==> src/rtl/mips_multicycle_control_if.sv <==
// Control bundle between the multicycle MIPS main FSM (master) and the datapath (slave).
interface mips_multicycle_control_if #(
    parameter int CNT_W = 32
);
    logic [5:0]       opcode;
    logic             zero;
    logic             mem_ready;
    logic [1:0]       alu_op;
    logic             alu_src_a;
    logic [1:0]       alu_src_b;
    logic [1:0]       pc_src;
    logic             pc_en;
    logic             i_or_d;
    logic             ir_write;
    logic             mem_write;
    logic             reg_dst;
    logic             mem_to_reg;
    logic             reg_write;
    logic             illegal_op;
    logic [3:0]       state;
    logic [CNT_W-1:0] instr_count;

    modport master (
        input  opcode, zero, mem_ready,
        output alu_op, alu_src_a, alu_src_b, pc_src, pc_en, i_or_d, ir_write,
               mem_write, reg_dst, mem_to_reg, reg_write, illegal_op, state, instr_count
    );

    modport slave (
        output opcode, zero, mem_ready,
        input  alu_op, alu_src_a, alu_src_b, pc_src, pc_en, i_or_d, ir_write,
               mem_write, reg_dst, mem_to_reg, reg_write, illegal_op, state, instr_count
    );
endinterface

==> src/rtl/mips_multicycle_control.sv <==
// Main control FSM of the multicycle MIPS datapath (lw, sw, R-type, beq, addi, j).
// Moore outputs are registered alongside the state; only mem_ready/zero/rst gating is combinational.
module mips_multicycle_control #(
    parameter int MEM_HANDSHAKE = 1,
    parameter int CNT_W         = 32
) (
    input  logic                      clk,
    input  logic                      rst,
    mips_multicycle_control_if.master bus
);
    typedef enum logic [3:0] {
        S_FETCH    = 4'd0,
        S_DECODE   = 4'd1,
        S_MEMADR   = 4'd2,
        S_MEMREAD  = 4'd3,
        S_MEMWB    = 4'd4,
        S_MEMWRITE = 4'd5,
        S_EXECUTE  = 4'd6,
        S_ALUWB    = 4'd7,
        S_BRANCH   = 4'd8,
        S_ADDIEXEC = 4'd9,
        S_ADDIWB   = 4'd10,
        S_JUMP     = 4'd11
    } state_t;

    typedef struct packed {
        logic [1:0] alu_op;
        logic       alu_src_a;
        logic [1:0] alu_src_b;
        logic [1:0] pc_src;
        logic       pc_en;
        logic       i_or_d;
        logic       mem_write;
        logic       reg_dst;
        logic       mem_to_reg;
        logic       reg_write;
        logic       fetch;
        logic       branch;
    } ctrl_t;

    localparam logic [5:0] OP_RTYPE = 6'b000000;
    localparam logic [5:0] OP_LW    = 6'b100011;
    localparam logic [5:0] OP_SW    = 6'b101011;
    localparam logic [5:0] OP_BEQ   = 6'b000100;
    localparam logic [5:0] OP_ADDI  = 6'b001000;
    localparam logic [5:0] OP_J     = 6'b000010;

    state_t           state_r;
    state_t           nxt;
    ctrl_t            ctrl_r;
    logic             illegal_r;
    logic [CNT_W-1:0] instr_count_r;
    logic             ready;
    logic             commit;

    function automatic logic is_legal(input logic [5:0] op);
        return (op == OP_LW) || (op == OP_SW) || (op == OP_RTYPE) ||
               (op == OP_BEQ) || (op == OP_ADDI) || (op == OP_J);
    endfunction

    function automatic ctrl_t moore(input state_t st);
        ctrl_t c;
        c = '0;
        case (st)
            S_FETCH:    begin c.alu_src_b = 2'b01; c.fetch = 1'b1; end
            S_DECODE:   c.alu_src_b = 2'b11;
            S_MEMADR:   begin c.alu_src_a = 1'b1; c.alu_src_b = 2'b10; end
            S_MEMREAD:  c.i_or_d = 1'b1;
            S_MEMWB:    begin c.mem_to_reg = 1'b1; c.reg_write = 1'b1; end
            S_MEMWRITE: begin c.i_or_d = 1'b1; c.mem_write = 1'b1; end
            S_EXECUTE:  begin c.alu_src_a = 1'b1; c.alu_op = 2'b10; end
            S_ALUWB:    begin c.reg_dst = 1'b1; c.reg_write = 1'b1; end
            S_BRANCH:   begin c.alu_src_a = 1'b1; c.alu_op = 2'b01; c.pc_src = 2'b01; c.branch = 1'b1; end
            S_ADDIEXEC: begin c.alu_src_a = 1'b1; c.alu_src_b = 2'b10; end
            S_ADDIWB:   c.reg_write = 1'b1;
            S_JUMP:     begin c.pc_src = 2'b10; c.pc_en = 1'b1; end
            default:    c = '0;
        endcase
        return c;
    endfunction

    function automatic state_t next_state(input state_t st, input logic [5:0] op, input logic rdy);
        state_t n;
        n = S_FETCH;
        case (st)
            S_FETCH:    n = rdy ? S_DECODE : S_FETCH;
            S_DECODE: begin
                if (op == OP_LW || op == OP_SW) n = S_MEMADR;
                else if (op == OP_RTYPE)        n = S_EXECUTE;
                else if (op == OP_BEQ)          n = S_BRANCH;
                else if (op == OP_ADDI)         n = S_ADDIEXEC;
                else if (op == OP_J)            n = S_JUMP;
                else                            n = S_FETCH;
            end
            S_MEMADR:   n = (op == OP_SW) ? S_MEMWRITE : S_MEMREAD;
            S_MEMREAD:  n = rdy ? S_MEMWB : S_MEMREAD;
            S_MEMWRITE: n = rdy ? S_FETCH : S_MEMWRITE;
            S_EXECUTE:  n = S_ALUWB;
            S_ADDIEXEC: n = S_ADDIWB;
            default:    n = S_FETCH;
        endcase
        return n;
    endfunction

    assign ready  = (MEM_HANDSHAKE != 0) ? bus.mem_ready : 1'b1;
    assign nxt    = next_state(state_r, bus.opcode, ready);
    // Instructions that finish by returning to FETCH; illegal opcodes never reach these states.
    assign commit = (state_r == S_MEMWB) || (state_r == S_ALUWB) || (state_r == S_BRANCH) ||
                    (state_r == S_ADDIWB) || (state_r == S_JUMP) ||
                    ((state_r == S_MEMWRITE) && ready);

    always_ff @(posedge clk) begin
        if (rst) begin
            state_r       <= S_FETCH;
            ctrl_r        <= moore(S_FETCH);
            illegal_r     <= 1'b0;
            instr_count_r <= '0;
        end else begin
            state_r   <= nxt;
            ctrl_r    <= moore(nxt);
            illegal_r <= (state_r == S_DECODE) && !is_legal(bus.opcode);
            if (commit) instr_count_r <= instr_count_r + CNT_W'(1);
        end
    end

    assign bus.alu_op      = ctrl_r.alu_op;
    assign bus.alu_src_a   = ctrl_r.alu_src_a;
    assign bus.alu_src_b   = ctrl_r.alu_src_b;
    assign bus.pc_src      = ctrl_r.pc_src;
    assign bus.i_or_d      = ctrl_r.i_or_d;
    assign bus.reg_dst     = ctrl_r.reg_dst;
    assign bus.mem_to_reg  = ctrl_r.mem_to_reg;
    // Write/load enables are suppressed while reset is held so an aborted access never commits.
    assign bus.pc_en       = !rst && (ctrl_r.pc_en || (ctrl_r.fetch && ready) || (ctrl_r.branch && bus.zero));
    assign bus.ir_write    = !rst && ctrl_r.fetch && ready;
    assign bus.mem_write   = !rst && ctrl_r.mem_write;
    assign bus.reg_write   = !rst && ctrl_r.reg_write;
    assign bus.illegal_op  = illegal_r;
    assign bus.state       = state_r;
    assign bus.instr_count = instr_count_r;
endmodule

==> src/flat_wrapper.sv <==
// flat-port wrapper written by rule: the top's interface ports become plain ports
module mips_multicycle_control_flat 
#(
    parameter int MEM_HANDSHAKE = 1,
    parameter int CNT_W         = 32
)
  (clk, rst, bus_opcode, bus_zero, bus_mem_ready, bus_alu_op, bus_alu_src_a, bus_alu_src_b, bus_pc_src, bus_pc_en, bus_i_or_d, bus_ir_write, bus_mem_write, bus_reg_dst, bus_mem_to_reg, bus_reg_write, bus_illegal_op, bus_state, bus_instr_count);
  mips_multicycle_control_if #(.CNT_W(CNT_W)) bus_i ();
  input  logic clk;
  input  logic rst;
  input wire logic [$bits(bus_i.opcode)-1:0] bus_opcode;
  input wire logic [$bits(bus_i.zero)-1:0] bus_zero;
  input wire logic [$bits(bus_i.mem_ready)-1:0] bus_mem_ready;
  output wire logic [$bits(bus_i.alu_op)-1:0] bus_alu_op;
  output wire logic [$bits(bus_i.alu_src_a)-1:0] bus_alu_src_a;
  output wire logic [$bits(bus_i.alu_src_b)-1:0] bus_alu_src_b;
  output wire logic [$bits(bus_i.pc_src)-1:0] bus_pc_src;
  output wire logic [$bits(bus_i.pc_en)-1:0] bus_pc_en;
  output wire logic [$bits(bus_i.i_or_d)-1:0] bus_i_or_d;
  output wire logic [$bits(bus_i.ir_write)-1:0] bus_ir_write;
  output wire logic [$bits(bus_i.mem_write)-1:0] bus_mem_write;
  output wire logic [$bits(bus_i.reg_dst)-1:0] bus_reg_dst;
  output wire logic [$bits(bus_i.mem_to_reg)-1:0] bus_mem_to_reg;
  output wire logic [$bits(bus_i.reg_write)-1:0] bus_reg_write;
  output wire logic [$bits(bus_i.illegal_op)-1:0] bus_illegal_op;
  output wire logic [$bits(bus_i.state)-1:0] bus_state;
  output wire logic [$bits(bus_i.instr_count)-1:0] bus_instr_count;
  assign bus_i.opcode = bus_opcode;
  assign bus_i.zero = bus_zero;
  assign bus_i.mem_ready = bus_mem_ready;
  assign bus_alu_op = bus_i.alu_op;
  assign bus_alu_src_a = bus_i.alu_src_a;
  assign bus_alu_src_b = bus_i.alu_src_b;
  assign bus_pc_src = bus_i.pc_src;
  assign bus_pc_en = bus_i.pc_en;
  assign bus_i_or_d = bus_i.i_or_d;
  assign bus_ir_write = bus_i.ir_write;
  assign bus_mem_write = bus_i.mem_write;
  assign bus_reg_dst = bus_i.reg_dst;
  assign bus_mem_to_reg = bus_i.mem_to_reg;
  assign bus_reg_write = bus_i.reg_write;
  assign bus_illegal_op = bus_i.illegal_op;
  assign bus_state = bus_i.state;
  assign bus_instr_count = bus_i.instr_count;
  mips_multicycle_control #(.MEM_HANDSHAKE(MEM_HANDSHAKE), .CNT_W(CNT_W)) u_core (.clk(clk), .rst(rst), .bus(bus_i));
endmodule
==> config.mk <==
export PLATFORM = sky130hd
export DESIGN_NAME = mips_multicycle_control_flat
export DESIGN_NICKNAME = d
export VERILOG_FILES = /design/src/rtl/mips_multicycle_control_if.sv /design/src/rtl/mips_multicycle_control.sv /design/src/flat_wrapper.sv
export SDC_FILE = /design/constraint.sdc
export NUM_CORES = 1
export LEC_CHECK = 0
export BUFFER_PORTS_ARGS = -buffer_cell sky130_fd_sc_hd__buf_4
export CORE_MARGIN = 3
export CORE_UTILIZATION = 40
export CTS_BUF_LIST = sky130_fd_sc_hd__clkbuf_2
export CTS_CLUSTER_DIAMETER = 150
export CTS_CLUSTER_SIZE = 30
export DETAILED_ROUTE_END_ITERATION = 16
export PLACE_DENSITY = 0.74
export SLEW_MARGIN = 20
export SYNTH_ARGS = -nofsm -noshare
export SYNTH_HDL_FRONTEND = slang
export SYNTH_SLANG_ARGS = --single-unit
==> constraint.sdc <==
create_clock -name clk -period 2 [get_ports clk]
set_input_delay 0.1 -clock clk [delete_from_list [all_inputs] [get_ports clk]]
set_output_delay 0.1 -clock clk [all_outputs]
set_load 0.02 [all_outputs]
======== Word-level counts from Yosys, hierarchy flattened ========
Cells that the tools add are included.
operators by class
  $add $sub $neg .......................... 1
  equal/unequal tests ..................... 27
  mux-type cells .......................... 22
  reductions and logical operators ........ 30
operator list
  operator                                        number
  adder 32 x 1 -> 32 bit (second input constant)  1
  == test 4 x 3 -> 1 bit (second input constant)  8
  == test 4 bit (second input constant)           8
  case mux 4 bit (7 select lines)                 1
  2-to-1 mux 4 bit                                5
  == test 4 x 2 -> 1 bit (second input constant)  4
  == test 6 bit (second input constant)           2
  logical OR 1 bit                                12
  2-to-1 mux 1 bit                                10
  logical AND 1 bit                               9
  2-to-1 mux 3 bit                                3
  == test 4 x 1 -> 1 bit (second input constant)  2
  logical NOT 4 bit                               2
  case mux 2 bit (2 select lines)                 2
  == test 6 x 2 -> 1 bit (second input constant)  1
  == test 6 x 3 -> 1 bit (second input constant)  1
  == test 6 x 4 -> 1 bit (second input constant)  1
  logical NOT 6 bit                               1
  case mux 2 bit (3 select lines)                 1
  OR reduction 2 bit                              2
  OR reduction 4 bit                              1
  OR reduction 3 bit                              1
  logical NOT 1 bit                               2
word-level totals
  register bits after elaboration ......... 52
  input port bits ......................... 10
  output and inout bits ................... 51
  logic and storage cells ................. 95

======== Depth between registers and ports, before layout ========
Gate-level depths: netlist of run 1.
  depth in word-level cells ............... 10
  depth in mapped cells ................... 8
  mapped depth without buffers ............ 6

======== Worst setup path after synthesis of run 1 ========
Ideal clock, no wire load.
  path type ............................... flip-flop to flip-flop
  from .................................... register u_core.state_r[0] (netlist: u_core.bus.state[0])
  to ...................................... register u_core.instr_count_r[23] (netlist: u_core.bus.instr_count[23])
  library setup time ...................... 0.135 ns
  arrival time ............................ 2.134 ns
  path slack .............................. -0.269 ns
  cell stages (with the launch flop) ...... 9
  path buffers ............................ 3
  clock period less this slack ............ 2.269 ns
  cells stage by stage .................... dfxtp_1 clkbuf_2 or2b_1 a22oi_1 buf_2 or4_4 buf_2 o311ai_0 o41ai_1
between the ends
  word-level cells in the longest chain between the ends .. 6
  elaborated cells on any way between the ends .. 12
ends and longest elaborated chain
  element                         RTL line                        RTL
  start, declared                 mips_multicycle_control.sv:48   state_t state_r;
  start signal, assigned          mips_multicycle_control.sv:119  state_r <= nxt;
  == test 4 x 3 -> 1 bit          mips_multicycle_control.sv:108  assign commit = (state_r == S_MEMWB) || (state_r == S_ALUWB) || (state_r == S_BRANCH) ||
  logical OR 1 bit (3 in series)  mips_multicycle_control.sv:108
  logical OR 1 bit                mips_multicycle_control.sv:109  (state_r == S_ADDIWB) || (state_r == S_JUMP) ||
  logical OR 1 bit *              mips_multicycle_control.sv:109
  end signal, assigned            mips_multicycle_control.sv:122  if (commit) instr_count_r <= instr_count_r + CNT_W'(1);
  end, declared                   mips_multicycle_control.sv:52   logic [CNT_W-1:0] instr_count_r;
Every way passes the cells marked *; elsewhere a longest branch is shown, timed or not.
A chain may end at the register's enable or synchronous reset.

======== Final worst setup path of run 1 ========
  from .................................... register u_core.state_r[2] (netlist: u_core.bus.state[2])
  to ...................................... register u_core.ctrl_r (netlist bit u_core.bus.alu_src_a)
between the ends
  word-level cells in the longest chain between the ends .. 5
  elaborated cells on any way between the ends .. 14
ends and longest elaborated chain
  element                                         RTL line                        RTL
  == test 4 bit (tied with other cells)           mips_multicycle_control.sv:85   case (st)
  case mux 4 bit (7 select lines) *               mips_multicycle_control.sv:85
  == test 4 x 2 -> 1 bit (tied with other cells)  mips_multicycle_control.sv:64   case (st)
  OR reduction 4 bit (no source line) *           n/a
  2-to-1 mux 1 bit *                              mips_multicycle_control.sv:64
  end signal, assigned                            mips_multicycle_control.sv:115  ctrl_r <= moore(S_FETCH);
  end signal, assigned                            mips_multicycle_control.sv:120  ctrl_r <= moore(nxt);
  end, declared                                   mips_multicycle_control.sv:50   ctrl_t ctrl_r;
Marks and branches as above.

==> results of run 1 <==
stage by stage:
step	cell area (um2)	hold WS, ns	std cells	power (uW)	setup WS [ns]
floorplan	2586	0.2558	295	1107	-0.05450
global placement	3253	0.4648	444	1159	0.01237
detailed placement	3253	0.4714	444	1162	-0.02641
CTS	3416	0.03198	460	1698	-0.007330
global route	3586	0.05342	466	1766	-0.1043
finish	3586	0.05873	466	1694	-0.06254
logic make-up (layout without fill, tap and decap cells):
kind of cell	Yosys count	in the layout
compound gates	55	55
xor+xnor	14	14
fa+ha+maj	1	1
buf+inv	28	124
flops	50	50
mux	3	3
simple gates	144	144
worst max-delay path, cell delays in order (launching register included):
cell and delay (ns):
dfxtp_4 0.43, or4b_4 0.57, a31oi_4 0.16, and4b_4 0.23, or4b_4 0.51, a31oi_1 0.13
placed cells by master, fill, tap and decap left out, types with 5 or more instances in the layout:
cell type  netlist  routed
buf_4            6     103
dfxtp_1         50      30
nor2_1          24      24
nand2_1         19      18
nand3_1         16      15
a21oi_1         15      13
dfxtp_2          0      12
o21ai_0         10      10
xnor2_1         10      10
or3_1            9       9
nor4_1           9       8
or2_2            8       8
dfxtp_4          0       8
nor2b_1          8       7
nor3_1           8       7
and4_1           8       6
inv_1            6       6
o31ai_1          5       5
nand4_1          5       5
clkbuf_2         1       5
power by group:
| part | internal, uW | switching (uW) | leakage (uW) | total, uW |
|---|---|---|---|---|
| combinational | 65.8 | 85.8 | 0.000994 | 152 |
| sequential | 998 | 4.73 | 0.000416 | 1000 |
| clock | 207 | 332 | 0.0000427 | 540 |
final cells by class:
| class | count | share of cell area |
|---|---|---|
| clock inverters | 3 | 0.01117 |
| multi-input cells | 217 | 0.4208 |
| inverters | 6 | 0.006281 |
| well taps | 75 | 0.02617 |
| clock buffers | 5 | 0.006978 |
| flip-flops and latches | 50 | 0.2917 |
| repair buffers | 110 | 0.2369 |
how the worst min path moves through the flow:
stage | to | cells after the start | start | slack [ns]
after floorplan | u_core.bus.alu_src_b[0] | 2 | bus_mem_ready | 0.26
after global placement | u_core.bus.alu_src_b[1] | 3 | bus_mem_ready | 0.46
after detailed placement | u_core.bus.alu_src_b[1] | 3 | bus_mem_ready | 0.47
after CTS | u_core.bus.illegal_op | 4 | bus_opcode[4] | 0.03
after global routing | u_core.bus.illegal_op | 4 | bus_opcode[4] | 0.05
final | u_core.bus.illegal_op | 4 | bus_opcode[4] | 0.06
layer usage:
metal | share of wire | vias up
li1 | - | 1282
met3 | 0.051 | 7
met5 | 0 | -
met4 | 0.0088 | 0
met1 | 0.48 | 1205
met2 | 0.46 | 65
timing repair:
action / 4_1_cts / 5_1_grt
hold buffers: 3 / 0
pin swaps: 3 / 6
resized for setup: 9 / 27
endpoints found under the hold margin: 3 / 0
setup buffers: 5 / 6
setup endpoints to repair: 16 / 23
==> impl_metrics.csv, run 1 <==
group,metric,value,unit
sta,maxSlewHeadroom,0.6874,
critical_path,r2r_end,"u_core.bus.alu_src_a",
run_status,status,"complete, but fails checks",
layout,syn2layout_area_growth,42.09,%
detailed_routing,wirelength,6719,um
critical_path,rr_startpoint,"u_core.bus.state[2]",
critical_path,crit_required,2.39,ns
layout,seq_area,1046,um2
yosys,synth_nets,306,
global_route,grt_max_degree,46,
layout,drive_gt1_frac,0.4297,
yosys,netlist_top_cells_count,"dfxtp_1, nor2_1, nand2_1",
yosys,synth_top_area_share,0.3966,
detailed_routing,viasPerCell,5.491,
detailed_routing,ant_nets,0,
detailed_routing,via_count,2559,
critical_path,crit_type,"reg2reg",
power,ir_worst_vdd,0.2940,mV
clocking,tritoncts,"done",
sta,fin_tns_setup,-0.1256,ns
yosys,yosys.area_share.simple,0.3332,
sta,finalCriticalPeriod,2.063,ns
global_route,grt_use_total,0.1818,
global_route,first_global_vias,2358,
global_route,use_met1,0.2475,
critical_path,startpoint,"u_core.bus.state[2]",
global_route,use_met3,0.03398,
yosys,synthDistinctLibCells,51,
critical_path,worst-r2r-setup-slack,-0.06,ns
yosys,ys_top_cells_by_area,"dfxtp_1, nor2_1, xnor2_1, nand3_1, a21oi_1",
yosys,muxShareOfSynthArea,0.01289,
sta,drv_slew,0,
clocking,insertion_delay,0.43,ns
floorplanning,coreArea,6026,um2
layout,largest_reg_flops,32,
run_status,violations,"setup timing",
place,dp_hpwl,4687,um
layout,fill_cells,561,
clocking,cts_buffer_depth,2,
yosys,synthCells,295,
yosys,synth_top_cell_by_area,"dfxtp_1",
yosys,synthFlopType,"dfxtp_1",
clocking,cts_buffers,5,
global_route,antenna_found_initial,0,
sta,setup_violations,3,
sta,rsz0062_at_grt,"true",
yosys,synth_xor_xnor_area_share,0.04859,
critical_path,arrival,2.45,ns
critical_path,crit_path_end,"u_core.bus.alu_src_a",
global_route,grt-ovfl-total,0,
critical_path,cp-end-kind,"flip-flop",
floorplanning,start_util,0.4188,
detailed_routing,drc,0,
floorplanning,rows,28,
critical_path,reg2regPathDepth,5,
yosys,synth_area_per_cell,8.555,um2
floorplanning,die_w,85.43,um
yosys,synth-seq-area-share,0.3966,
layout,fin_nets,401,
sta,worst_slack,-0.06254,ns
power,power_leakage,0.001452,uW
sta,period_share,1.031,
run,drv_cap,0,
yosys,synth_compound_area_frac,0.1453,
global_route,met2_usage,0.2987,
place,placement.io_buffers,60,
floorplanning,dieArea,7298,um2
detailed_routing,wire_per_inst,14.42,um
yosys,synth-edff-count,0,
yosys,netlist_area,2524,um2
yosys,synth_most_common_cell,"dfxtp_1",
sta,skew,0.009985,ns
yosys,synth_top_family_by_area,"simple AND/OR/NAND/NOR gates",
global_route,grt_pass1_wl,11000,um
layout,final_util,0.5951,
sta,tightestPinTransition,0.4672,ns
detailed_routing,drt_iter0_markers,101,
power,power_density,472.3,nW/um2
sta,max_freq,484.8,MHz
global_route,top_usage_layer,"met2",
layout,insertedDiodeCount,0,
clocking,clkTransAtPathRegs,0.25,ns
floorplanning,io_pins,61,
yosys,synth_fa_ha_area_frac,0.004958,
min_path,worstHoldPathType,"in2reg",
clocking,clock_sinks,50,
yosys,synth_seq_cells,50,
clocking,cts-root-buf,"clkbuf_2",
critical_path,path_max_fanout,7,
sta,final-hold-violation-count,0,
yosys,yosysWarnings,0,
floorplanning,fp.dieH,85.43,um
layout,multi_input_area,1509,um2
clocking,htree_levels,2,
detailed_routing,drt-pass1-iter-count,4,
place,gp_congestion,0.8247,
critical_path,start_kind,"flip-flop",
yosys,async_flop_share,0,
(Power assumes the default switching activity.)
==> run 2: changes to the inputs <==
Settings changed: SETUP_SLACK_MARGIN set to 0.15, SKIP_LAST_GASP set to 1.
==> impl_metrics.csv, run 2 (same netlist as run 1, synthesis figures left out) <==
group,metric,value,unit
run_status,status,"complete, but fails checks",
run_status,violations,"setup timing",
clocking,hold_buffers,0,
detailed_routing,wire_per_inst,15.24,um
floorplanning,die_w,85.43,um
critical_path,path_cells,"or4b_4 -> a31oi_1 -> and4b_4 -> buf_4 -> or3_4 -> a21oi_2",
layout,fill_cells,534,
global_route,grt_max_degree,46,
clocking,tritoncts,"done",
sta,worst_slack,-0.05002,ns
critical_path,crit_type,"reg2reg",
layout,largest_reg_flops,32,
sta,skew,0.02811,ns
global_route,first_global_vias,2306,
floorplanning,start_util,0.4188,
layout,layout_common_cells,"buf_4, dfxtp_1, nor2_1",
detailed_routing,drt-pass1-iter-count,4,
layout,seq_area,1062,um2
run,drv_cap,0,
sta,hold_ws,0.03762,ns
detailed_routing,drc,0,
detailed_routing,via_count,2505,
global_route,grt_pass1_wl,11140,um
detailed_routing,ant_nets,0,
power,power_leakage,0.001425,uW
detailed_routing,drt_iter0_markers,141,
critical_path,start_kind,"flip-flop",
floorplanning,fp.dieH,85.43,um
sta,tightestPinTransition,0.6444,ns
place,gp_congestion,0.8298,
sta,setup_violations,3,
sta,max_freq,487.8,MHz
sta,period_share,1.025,
clocking,htree_levels,2,
global_route,grt_use_total,0.1864,
critical_path,cp-end-kind,"flip-flop",
critical_path,path_max_fanout,11,
sta,fin_tns_setup,-0.08575,ns
critical_path,arrival,2.41,ns
clocking,clkTransAtPathRegs,0.24,ns
critical_path,cp.buffers_inverters,1,
layout,insertedDiodeCount,0,
min_path,worstHoldPathType,"in2reg",
floorplanning,rows,28,
layout,drive_gt1_frac,0.4377,
critical_path,cp_slowest_cell,"or4b_4",
critical_path,cpPeakStageDelay,0.54,ns
clocking,cts_buffer_depth,2,
floorplanning,dieArea,7298,um2
place,dp_hpwl,4662,um
clocking,cts_buffers,5,
place,dpl.cell_count,428,
clocking,insertion_delay,0.43,ns
detailed_routing,viasPerCell,5.542,
clocking,clock_sinks,50,
layout,multi_input_area,1602,um2
sta,rsz0062_at_grt,"true",
layout,fin_nets,387,
global_route,grt-ovfl-total,0,
sta,final-hold-violation-count,0,
critical_path,crit_required,2.36,ns
floorplanning,io_pins,61,
detailed_routing,wirelength,6888,um
layout,layout_commonest_cell,"buf_4",
power,ir_worst_vdd,0.3201,mV
layout,final_util,0.5939,
power,finalPower,1671,uW
clocking,cts-root-buf,"clkbuf_2",
global_route,antenna_found_initial,0,
sta,drv_slew,0,
floorplanning,coreArea,6026,um2
layout,syn2layout_area_growth,41.79,%
sta,finalCriticalPeriod,2.050,ns
power,power_density,466.9,nW/um2
critical_path,critical-path-top-delay-family,"simple AND/OR/NAND/NOR gates",
sta,maxSlewHeadroom,0.5667,
layout,stdcell_count,452,
place,placement.io_buffers,60,
## run 2: metrics by stage
stage	cell area, um2	setup WS, ns
finish	3578	-0.05002
global route	3578	-0.08909
CTS	3430	-0.03460
detailed placement	3202	-0.0002978
global placement	3202	0.06288
floorplan	2684	-0.05445
## run 2: final cells by class
type,instances,share of cell area
Timing Repair Buffer,95,0.2049
Clock inverter,1,0.008392
Tap cell,75,0.02622
Clock buffer,7,0.009790
Inverter,6,0.006294
Sequential cell,50,0.2969
Multi-Input combinational cell,218,0.4476
## run 2: final timing paths
path / startpoint / to / slack (ns) / depth (start not counted)
worst min-delay path: bus_mem_ready / u_core.bus.alu_src_b[1] / 0.04 / 3
worst min register to register: u_core.bus.instr_count[19] / u_core.bus.instr_count[19] / 0.53 / 2
worst max-delay path: u_core.bus.state[2] / u_core.bus.i_or_d / -0.05 / 6
worst max register to register: u_core.bus.state[2] / u_core.bus.i_or_d / -0.05 / 6
## run 2: power breakdown
part,internal [uW],switching [uW],leakage (uW)
clock network,222,311,0.0000432
logic,58.7,83.3,0.000963
registers,989,6.91,0.000418
total,1270,401,0.00142
## run 2: timing repair
action                                  in CTS  in global routing
gates cloned                                 1                  0
resized for setup                           17                 21
endpoints found under the setup margin      17                 30
pin swaps                                    4                  7
buffers inserted                            12                  3
## run 2: worst register-to-register path, delay by kind of cell (launching register included)
kind                   cells  cell delay [ns]
AO/OA/AOI/OAI              2             0.26
buffers and inverters      1             0.17
flip-flops                 1             0.42
AND/OR/NAND/NOR            3             1.15
## run 2: per-layer routing
layer  track usage  vias to the layer above  routed length (um)
li1              -                     1253                   -
met1        0.2621                     1177                3309
met2        0.2895                       70                3127
met3       0.04078                        5                 390
met4       0.04748                        0                  61
met5             0                        -                   0
